**config.mk**
```make
export PLATFORM = sky130hd
export DESIGN_NAME = pll_dps_responder
export DESIGN_NICKNAME = d
export VERILOG_FILES = /design/src/rtl/pll_dps_responder.sv
export SDC_FILE = /design/constraint.sdc
export NUM_CORES = 1
export LEC_CHECK = 0
export BUFFER_PORTS_ARGS = -buffer_cell sky130_fd_sc_hd__buf_2
export CORE_UTILIZATION = 60
export DETAILED_ROUTE_END_ITERATION = 16
export GPL_ROUTABILITY_DRIVEN = 0
export PLACE_DENSITY_LB_ADDON = 0.3
export SLEW_MARGIN = 20
export SYNTH_ARGS = -nofsm -noshare
export SYNTH_HDL_FRONTEND = slang
export SYNTH_SLANG_ARGS = --single-unit
```
**constraint.sdc**
```tcl
create_clock -name clk -period 2.55 [get_ports clk]
set_input_delay 0.255 -clock clk [delete_from_list [all_inputs] [get_ports clk]]
set_output_delay 0.255 -clock clk [all_outputs]
set_load 0.005 [all_outputs]
```
**src/rtl/pll_dps_responder.sv**
```systemverilog
`timescale 1ns/1ps
// PLL dynamic phase-shift responder: six wrapping phase offsets stepped over a scanclk handshake.
// Latency: phase_done falls 4 clk after a raw scanclk rise. Flow control: phase_done low = busy, steps ignored.
// Optional step counter on step_total is built only when PLL_DPS_STEPLOG_EN is defined.
module pll_dps_responder #(
    parameter int PHASE_MOD = 24,
    parameter int DONE_LAT  = 2
) (
    input  logic        clk,
    input  logic        reset,
    input  logic        scanclk,
    input  logic        phasestep,
    input  logic [2:0]  phasecounterselect,
    input  logic        phaseupdown,
    input  logic        pll_areset,
    output logic        phase_done,
    input  logic [2:0]  rd_sel,
    output logic [7:0]  rd_phase,
    output logic        sel_err,
    output logic [15:0] step_total
);
    localparam int CW = $clog2(DONE_LAT + 1);

    typedef enum logic [1:0] {IDLE, BUSY, REARM} state_t;

    state_t        state, nxt_state;
    logic [CW-1:0] cnt, nxt_cnt;
    logic          nxt_done, do_step, do_err;

    logic [1:0] scan_sync, step_sync, ud_sync;
    logic [2:0] sel_s1, sel_s2;
    logic       scan_q, sr;
    logic [2:0] live;
    logic [7:0] offs [6];
    logic [7:0] rd_val;

    function automatic logic [7:0] bump(input logic [7:0] v, input logic up);
        if (up) return (v == 8'(PHASE_MOD - 1)) ? 8'd0 : v + 8'd1;
        else    return (v == 8'd0) ? 8'(PHASE_MOD - 1) : v - 8'd1;
    endfunction

    // live gates sr until scan_q holds a real post-reset sample, so a
    // scanclk already high at reset release cannot look like a rising edge.
    always_ff @(posedge clk or posedge reset) begin
        if (reset) begin
            scan_sync <= '0;
            step_sync <= '0;
            ud_sync   <= '0;
            sel_s1    <= '0;
            sel_s2    <= '0;
            scan_q    <= 1'b0;
            live      <= '0;
            sr        <= 1'b0;
        end else begin
            scan_sync <= {scan_sync[0], scanclk};
            step_sync <= {step_sync[0], phasestep};
            ud_sync   <= {ud_sync[0], phaseupdown};
            sel_s1    <= phasecounterselect;
            sel_s2    <= sel_s1;
            scan_q    <= scan_sync[1];
            live      <= {live[1:0], 1'b1};
            sr        <= scan_sync[1] & ~scan_q & live[2];
        end
    end

    always_ff @(posedge clk or posedge reset) begin
        if (reset) begin
            state      <= IDLE;
            cnt        <= '0;
            phase_done <= 1'b1;
        end else if (pll_areset) begin
            state      <= IDLE;
            cnt        <= '0;
            phase_done <= 1'b1;
        end else begin
            state      <= nxt_state;
            cnt        <= nxt_cnt;
            phase_done <= nxt_done;
        end
    end

    always_comb begin
        nxt_state = state;
        nxt_cnt   = cnt;
        nxt_done  = phase_done;
        do_step   = 1'b0;
        do_err    = 1'b0;
        case (state)
            IDLE: if (sr && step_sync[1]) begin
                if (sel_s2 == 3'b111) begin
                    do_err    = 1'b1;
                    nxt_state = REARM;
                end else begin
                    do_step   = 1'b1;
                    nxt_state = BUSY;
                    nxt_done  = 1'b0;
                    nxt_cnt   = '0;
                end
            end
            BUSY: if (sr) begin
                if (cnt == CW'(DONE_LAT - 1)) begin
                    nxt_done  = 1'b1;
                    nxt_state = REARM;
                end else begin
                    nxt_cnt = cnt + CW'(1);
                end
            end
            REARM: if (sr && !step_sync[1]) nxt_state = IDLE;
            default: nxt_state = IDLE;
        endcase
    end

    always_ff @(posedge clk or posedge reset) begin
        if (reset) begin
            for (int i = 0; i < 6; i++) offs[i] <= '0;
            sel_err <= 1'b0;
        end else if (pll_areset) begin
            for (int i = 0; i < 6; i++) offs[i] <= '0;
            sel_err <= 1'b0;
        end else begin
            for (int i = 0; i < 6; i++)
                if (do_step && (sel_s2 == 3'd0 || sel_s2 == 3'(i + 1)))
                    offs[i] <= bump(offs[i], ud_sync[1]);
            if (do_err) sel_err <= 1'b1;
        end
    end

    // Index 0 (M) doubles as the answer for the "all" and reserved selects.
    always_comb begin
        rd_val = offs[0];
        case (rd_sel)
            3'd2:    rd_val = offs[1];
            3'd3:    rd_val = offs[2];
            3'd4:    rd_val = offs[3];
            3'd5:    rd_val = offs[4];
            3'd6:    rd_val = offs[5];
            default: rd_val = offs[0];
        endcase
    end

    always_ff @(posedge clk or posedge reset) begin
        if (reset) rd_phase <= '0;
        else       rd_phase <= rd_val;
    end

`ifdef PLL_DPS_STEPLOG_EN
    logic [15:0] step_cnt;
    always_ff @(posedge clk or posedge reset) begin
        if (reset)                                  step_cnt <= '0;
        else if (pll_areset)                        step_cnt <= '0;
        else if (do_step && step_cnt != 16'hFFFF)   step_cnt <= step_cnt + 16'd1;
    end
    assign step_total = step_cnt;
`else
    assign step_total = '0;
`endif

endmodule

```
# Word-level counts from Yosys, hierarchy flattened
# Cells that the tools add are included.
# totals
ff_bits,79
elab_cells,149
output_inout_bits,26
# classes
eq_ne,27
n_bitwise,3
reduce_logical,34
mux,53
addsub,13
# ops
op,count
2-to-1 mux 8 bit,24
"adder 8 x 1 -> 8 bit, second input constant",6
"equality test 8 x 5 -> 1 bit, second input constant",6
zero test 8 bit,6
2-to-1 mux 48 bit,1
"subtractor 8 x 1 -> 8 bit, second input constant",6
case mux 8 bit (5 select lines),1
2-to-1 mux 2 bit,11
"equality test 3 bit, second input constant",7
"!= test 3 bit, second input constant",6
nonzero test 2 bit,7
2-to-1 mux 1 bit,13
"equality test 3 x 2 -> 1 bit, second input constant",4
AND reduction 5 bit,2
logical AND 1 bit,8
logical OR 1 bit,6
case mux 2 bit (3 select lines),1
"equality test 2 x 1 -> 1 bit, second input constant",2
case mux 2 bit (2 select lines),1
AND reduction 4 bit,1
"equality test 3 x 1 -> 1 bit, second input constant",1
zero test 3 bit,1
nonzero test 3 bit,1
"adder 2 x 1 -> 2 bit, second input constant",1
other kinds (6),7

# Logic depth before layout (Yosys ltp)
# Gate-level depths: netlist of the first run.
# depth
depth_word,7
mapped_depth,8

# Worst setup path before layout of the first run
# OpenSTA, ideal clock, no wires.
# synth_path
path_type,register -> register
from,register state[0]
to,register offs[37] (netlist bit)
path_buffers,1
path_stages_with_launch,7
setup_time_ns,0.069
setup_slack_ns,0.565
arrival_time_ns,1.917
cell_sequence,dfrtp_1 > nand4bb_4 > or3_1 > buf_2 > a211o_1 > or4_1 > nand3_1
# synth_via
elab_chain_len,4
# synth_lines
element,line,text
"start, declared",26,"state_t state, nxt_state;"
"start signal, assigned",76,state <= nxt_state;
zero test 2 bit,88,case (state)
2-to-1 mux 1 bit,88,
logical AND 1 bit,122,if (do_step && (sel_s2 == 3'd0 || sel_s2 == 3'(i + 1)))
nonzero test 2 bit (no line),--,
"end signal, assigned by index",123,"offs[i] <= bump(offs[i], ud_sync[1]);"
"end, declared",34,logic [7:0] offs [6];
# No other way between the ends.
# A chain may end at the register's enable or synchronous reset.

# Worst setup path in the final report of the first run
# layout_path
from,register state[0]
to,register offs[5] (netlist bit)
# Same word-level chain as after synthesis.

==> results of run 1 <==
## registers in the layout, summed over array words and instances (netlist names), 2 cells and up
signal and count:
sel_s1 3, live 3, rd_phase 8, offs 48, cnt 2, step_sync 2, state 2, ud_sync 2
sel_s2 3, scan_sync 2
## through the flow
| stage | total power, mW | instances |
|---|---|---|
| after global routing | 2.85 | 769 |
| final | 2.73 | 769 |
| after CTS | 2.76 | 769 |
| after global placement | 1.71 | 746 |
| after detailed placement | 1.73 | 746 |
| after floorplan | 1.64 | 674 |
## kinds of logic (layout without fill, tap and decap cells)
family	Yosys count	count (layout)	synth area share
AND/OR/NAND/NOR	267	267	0.263
AO/OA/AOI/OAI	167	167	0.197
buffers and inverters	91	78	0.0747
flip-flops	79	79	0.363
multiplexers	22	22	0.0420
XOR/XNOR	18	18	0.0289
adder cells (fa/ha/maj)	13	13	0.0299
other	2	17	0.00138
## timing repair
| item | in CTS | in global routing |
|---|---|---|
| hold endpoints to repair | 35 | 0 |
| hold buffers | 7 | 0 |
| resized for setup | 0 | 0 |
| setup endpoints to repair | 0 | 0 |
## worst max-delay path: stages (launching register included)
cell       delay (ps)
dfrtp_1           460
nand4bb_4         360
or3_1             550
a2111oi_2         540
nand3_1           120
a31oi_1           180
## synth_stat cells, types with 4 or more instances
cell / number
a22oi_1: 4
nand2b_1: 14
nand4b_1: 5
nor2_1: 54
o2111ai_1: 4
nand4_1: 10
a21o_1: 8
a22o_1: 5
ha_1: 13
o21ai_0: 31
and3_1: 12
o32ai_1: 4
xor2_1: 6
nor4b_1: 4
buf_2: 4
nand3_1: 25
a21oi_1: 51
nor3_1: 33
o211ai_1: 5
inv_1: 22
buf_4: 16
and4_1: 4
nor2b_1: 9
nor4_1: 11
a31oi_1: 13
or3_1: 22
dfrtp_1: 78
o22ai_1: 12
mux2i_1: 15
clkbuf_1: 42
buf_1: 7
mux2_2: 7
nand2_1: 45
xnor2_1: 12
a221oi_1: 8
## final timing paths
| path | startpoint | to | slack, ps | depth (start not counted) |
|---|---|---|---|---|
| setup / recovery | state[0] | offs[5] | 260 | 5 |
| hold reg to reg | sel_s1[0] | sel_s2[0] | 350 | 0 |
| min in group asynchronous | reset | offs[35] | 460 | 3 |
| hold / removal | pll_areset | offs[34] | 250 | 2 |
| setup reg to reg | state[0] | offs[5] | 260 | 5 |
| max in group asynchronous | reset | phase_done | 1390 | 4 |
## report_power, final
| group | leakage [nW] | internal (mW) | switching [mW] | total (mW) |
|---|---|---|---|---|
| combinational | 1.36 | 0.148 | 0.217 | 0.365 |
| sequential | 1.05 | 1.30 | 0.0567 | 1.35 |
| clock | 0.105 | 0.495 | 0.520 | 1.01 |
| total | 2.52 | 1.94 | 0.794 | 2.73 |
## layer usage
metal  wire [um]  vias up  global-route usage  share of wire
met5           0        -                   0              0
met4         312        0               0.113          0.023
met3        1020       34              0.0504          0.077
met2        6350      277               0.464           0.48
met1        5610     2380               0.396           0.42
li1            -     2358                   -              -
## final cells by class
| class | count | area, sq um |
|---|---|---|
| clock buffer | 10 | 138 |
| clock inverter | 6 | 75.1 |
| fill | 703 | 2940 |
| inverter | 22 | 83.8 |
| multi-input combinational | 504 | 3120 |
| sequential | 79 | 1980 |
| tap | 108 | 135 |
| timing repair buffer | 40 | 290 |
==> run metrics, run 1 <==
status=finished, final reports clean; Num CTS Buffers=9; initial antenna violation count=0; Post-synth top flop=dfrtp_1; Synth cell types=64; CTS sink cnt=79; core area=0.00876 sq mm; critical path launch point type=flip-flop; commonest non-fill, non-tap cell in the layout=dfrtp_1; Layout Utilization=0.664; DR iter-0 viols=426; area of placed instances=0.00554 sq mm; post-synth top area share=0.358; share of cells above drive strength 1=0.106; Die Footprint=0.00946 sq mm; register area share after synthesis=0.363; most frequent cells in the layout=dfrtp_1 (77), nor2_1 (54), a21oi_1 (51); Crit Path Class=reg2reg; CTS root buf=clkbuf_8; post-synthesis area per instance=8.26 sq um; clock-pin slew on the worst setup and hold paths=90 ps; WL/cell=17.3 um; I/O Pins=38; Final min period=2290 ps; Starting Density=0.622; vias in the first global route=4611; setup TNS=0 ps; skew final=14.9 ps; CTS H-tree depth=3; worst-margin pin slew=704 ps; Max Fclk=0.436 GHz; Setup crit end kind=flip-flop; EDFF count, synth=0; antenna-violating nets left=0; HPWL Detailed=9.15 mm; Worst EP arrival=2580 ps; FF+latch count, synth=79; TritonCTS clock tree=built; Yosys Warn Count=0; first-pass GRT wire length=22.4 mm; setup ws final=257 ps; Max Cap Viol=0; area leader, netlist=dfrtp_1; post-route clock period utilization=0.899; Initial DRT Pass Iterations=6; DP Worst Slack=295 ps; num rows=34; worst rel slew slack=0.527; pwr/cell area=470 mW/mm^2; Via Count=5049; Die H=97.3 um; final setup vio count=0; Worst-Skew Late Latency=370 ps; Synth async-reset ratio=1.00; final std cell area, no fill=0.00582 sq mm; gr usage total=0.290; Leak=2.52 nW; Post-Synthesis Cells=659; post-CTS setup buffer count=0; critical-path maximum fanout=14; Min Hold Slack=249 ps; total wire length=13.3 mm; Synth area leaders=dfrtp_1 (36%), a21oi_1 (4.7%), nor2_1 (3.7%), nand2_1 (3.1%), nor3_1 (3.0%); RSZ-0062 raised after global routing=false; largest net degree at the start of global routing=51; Buffers on Ports=21; final global-route overflow total=0; clk buf depth=2; Slew Limit Fails=0; Hold WC Path Type=in2reg; drc violations=0; ant diodes=0; # nets final=681; Die X=97.3 um; VDD IR max=0.317 mV; area delta synth->final=6.85%; Post-Synthesis Cell Area=0.00545 sq mm; final hold violations=0; Vias/cell=6.57; Worst EP required=2840 ps
Note: power is estimated with default switching activity, not from simulation.
==> run 2: changes to the inputs <==
--- a/config.mk
+++ b/config.mk
@@ -6,6 +6,7 @@
 export NUM_CORES = 1
 export LEC_CHECK = 0
 export BUFFER_PORTS_ARGS = -buffer_cell sky130_fd_sc_hd__buf_2
+export CORE_ASPECT_RATIO = 0.8
 export CORE_UTILIZATION = 60
 export DETAILED_ROUTE_END_ITERATION = 16
 export GPL_ROUTABILITY_DRIVEN = 0
==> constraint.sdc (replaced) <==
create_clock -name clk -period 2.55 [get_ports clk]
set_input_delay 0.255 -clock clk [delete_from_list [all_inputs] [get_ports clk]]
set_output_delay 0.255 -clock clk [all_outputs]
set_load 0.02 [all_outputs]
==> run 2 against run 1 <==
Net effect: power up 11%; clock power up 28%; via count unchanged; wire length is 1.9% higher; fmax fell by 1.3%; sequential power barely moved; first-iteration DRC count grew 8.0%; clock skew is 7.9 ps lower; critical endpoint unchanged; largest power group unchanged.
==> run metrics, run 2 (synthesized netlist as in run 1, its figures left out) <==
Vias/cell=6.57; antenna-violating nets left=0; Initial DRT Pass Iterations=5; setup ws final=227 ps; post-CTS setup buffer count=0; Layout Utilization=0.675; Top Registers=offs: 48 flops, rd_phase: 8 flops; Worst-Skew Late Latency=350 ps; VDD IR max=0.543 mV; dpl cells=751; vias in the first global route=4508; most frequent cells in the layout=dfrtp_1 (77), nor2_1 (54), a21oi_1 (51); worst r2r path cells=5; Setup crit end kind=flip-flop; gr usage total=0.303; total wire length=13.5 mm; worst-path cell chain=nand4bb_4 -> or3_1 -> a2111oi_2 -> nand3_1 -> a31oi_1; max reg flops=48; area of placed instances=0.00552 sq mm; cts repair resizes=0; initial antenna violation count=0; CTS sink cnt=79; worst-margin pin slew=730 ps; Reg-to-Reg Start=state[0]; Worst EP required=2800 ps; core area=0.00863 sq mm; Die Footprint=0.00946 sq mm; I/O Pins=38; clk buf depth=2; overall power=3.03 mW; Leak=2.53 nW; Crit Path Class=reg2reg; Post-Layout Cell Count=768; # nets final=676; num rows=30; status=finished, final reports clean; Hold Path End=step_sync[0]; ant diodes=0; hold_sp=phasestep; Final min period=2320 ps; RR Endpoint=offs[5]; drc violations=0; clock-pin slew on the worst setup and hold paths=70 ps; reg2reg setup slack=230 ps; final global-route overflow total=0; Hold WC Path Type=in2reg; Top reg by flops=offs; fill count=705; area delta synth->final=7.01%; pwr/cell area=520 mW/mm^2; Reg area=0.00198 sq mm; Num CTS Buffers=9; Buffers on Ports=21; CTS H-tree depth=3; worst rel slew slack=0.508; max incr delay on CP=540 ps; skew final=7.01 ps; Worst EP arrival=2580 ps; setup TNS=0 ps; post-route clock period utilization=0.911; multi-input logic area=0.00312 sq mm; largest net degree at the start of global routing=40; final setup vio count=0; Max Fclk=0.431 GHz; Slew Limit Fails=0; critical-path maximum fanout=14; Max Cap Viol=0; final std cell area, no fill=0.00583 sq mm; Min Hold Slack=14.5 ps; crit path from=state[0]; CTS root buf=clkbuf_16; Hold-fix buffers, CTS=1; critical path launch point type=flip-flop; first-pass GRT wire length=22.2 mm; DR iter-0 viols=460; share of cells above drive strength 1=0.108; Starting Density=0.631; cell depth of the worst hold path=1; Via Count=5049; commonest non-fill, non-tap cell in the layout=dfrtp_1; Die X=109 um; slowest cell on the critical path=or3_1; RSZ-0062 raised after global routing=false; HPWL Detailed=9.50 mm; final hold violations=0; TritonCTS clock tree=built; DP Worst Slack=296 ps; Die H=87.2 um; WL/cell=17.6 um
-- run 2: cell count changes in the layout (fill, tap and decap cells not counted) --
cell / change
dlygate4sd3_1: -6
clkbuf_16: +9
clkbuf_8: -10
inv_6: +1
buf_12: -2
clkinvlp_4: -1
inv_8: +2
bufinv_16: -1
buf_4: +3
-- run 2: worst max path at each step --
stage | slack, ps | cells past startpoint | end
floorplan | 270 | 1 | cnt[0]
global placement | 390 | 5 | offs[5]
detailed placement | 300 | 5 | offs[5]
CTS | 280 | 5 | offs[5]
global route | 100 | 5 | offs[5]
finish | 230 | 5 | offs[5]
-- run 2: critical path: cells and delay by family, from the launching register on --
family | cells | cell delay, ps
AOI/OAI and AO/OA | 2 | 760
DFF | 1 | 460
and+or+nand+nor | 3 | 1010
-- run 2: final cells by class --
| cell class | instances | share of cell area |
|---|---|---|
| inverters | 22 | 0.0144 |
| well taps | 112 | 0.0240 |
| repair buffers | 35 | 0.0365 |
| clock inverters | 7 | 0.0118 |
| multi-input cells | 504 | 0.535 |
| clock buffers | 9 | 0.0386 |
| flip-flops and latches | 79 | 0.340 |
-- run 2: report_power, final --
part,internal [mW],switching (mW)
sequential,1.30,0.0595
combinational,0.139,0.242
clock,0.693,0.598
total,2.13,0.899
-- run 2: routing by layer --
metal  global-route usage  wire [um]  up-vias
li1                     -          -     2353
met1                0.427       5860     2416
met2                0.470       6220      257
met3               0.0688       1290       23
met4               0.0835        175        0
met5                    0          0        -
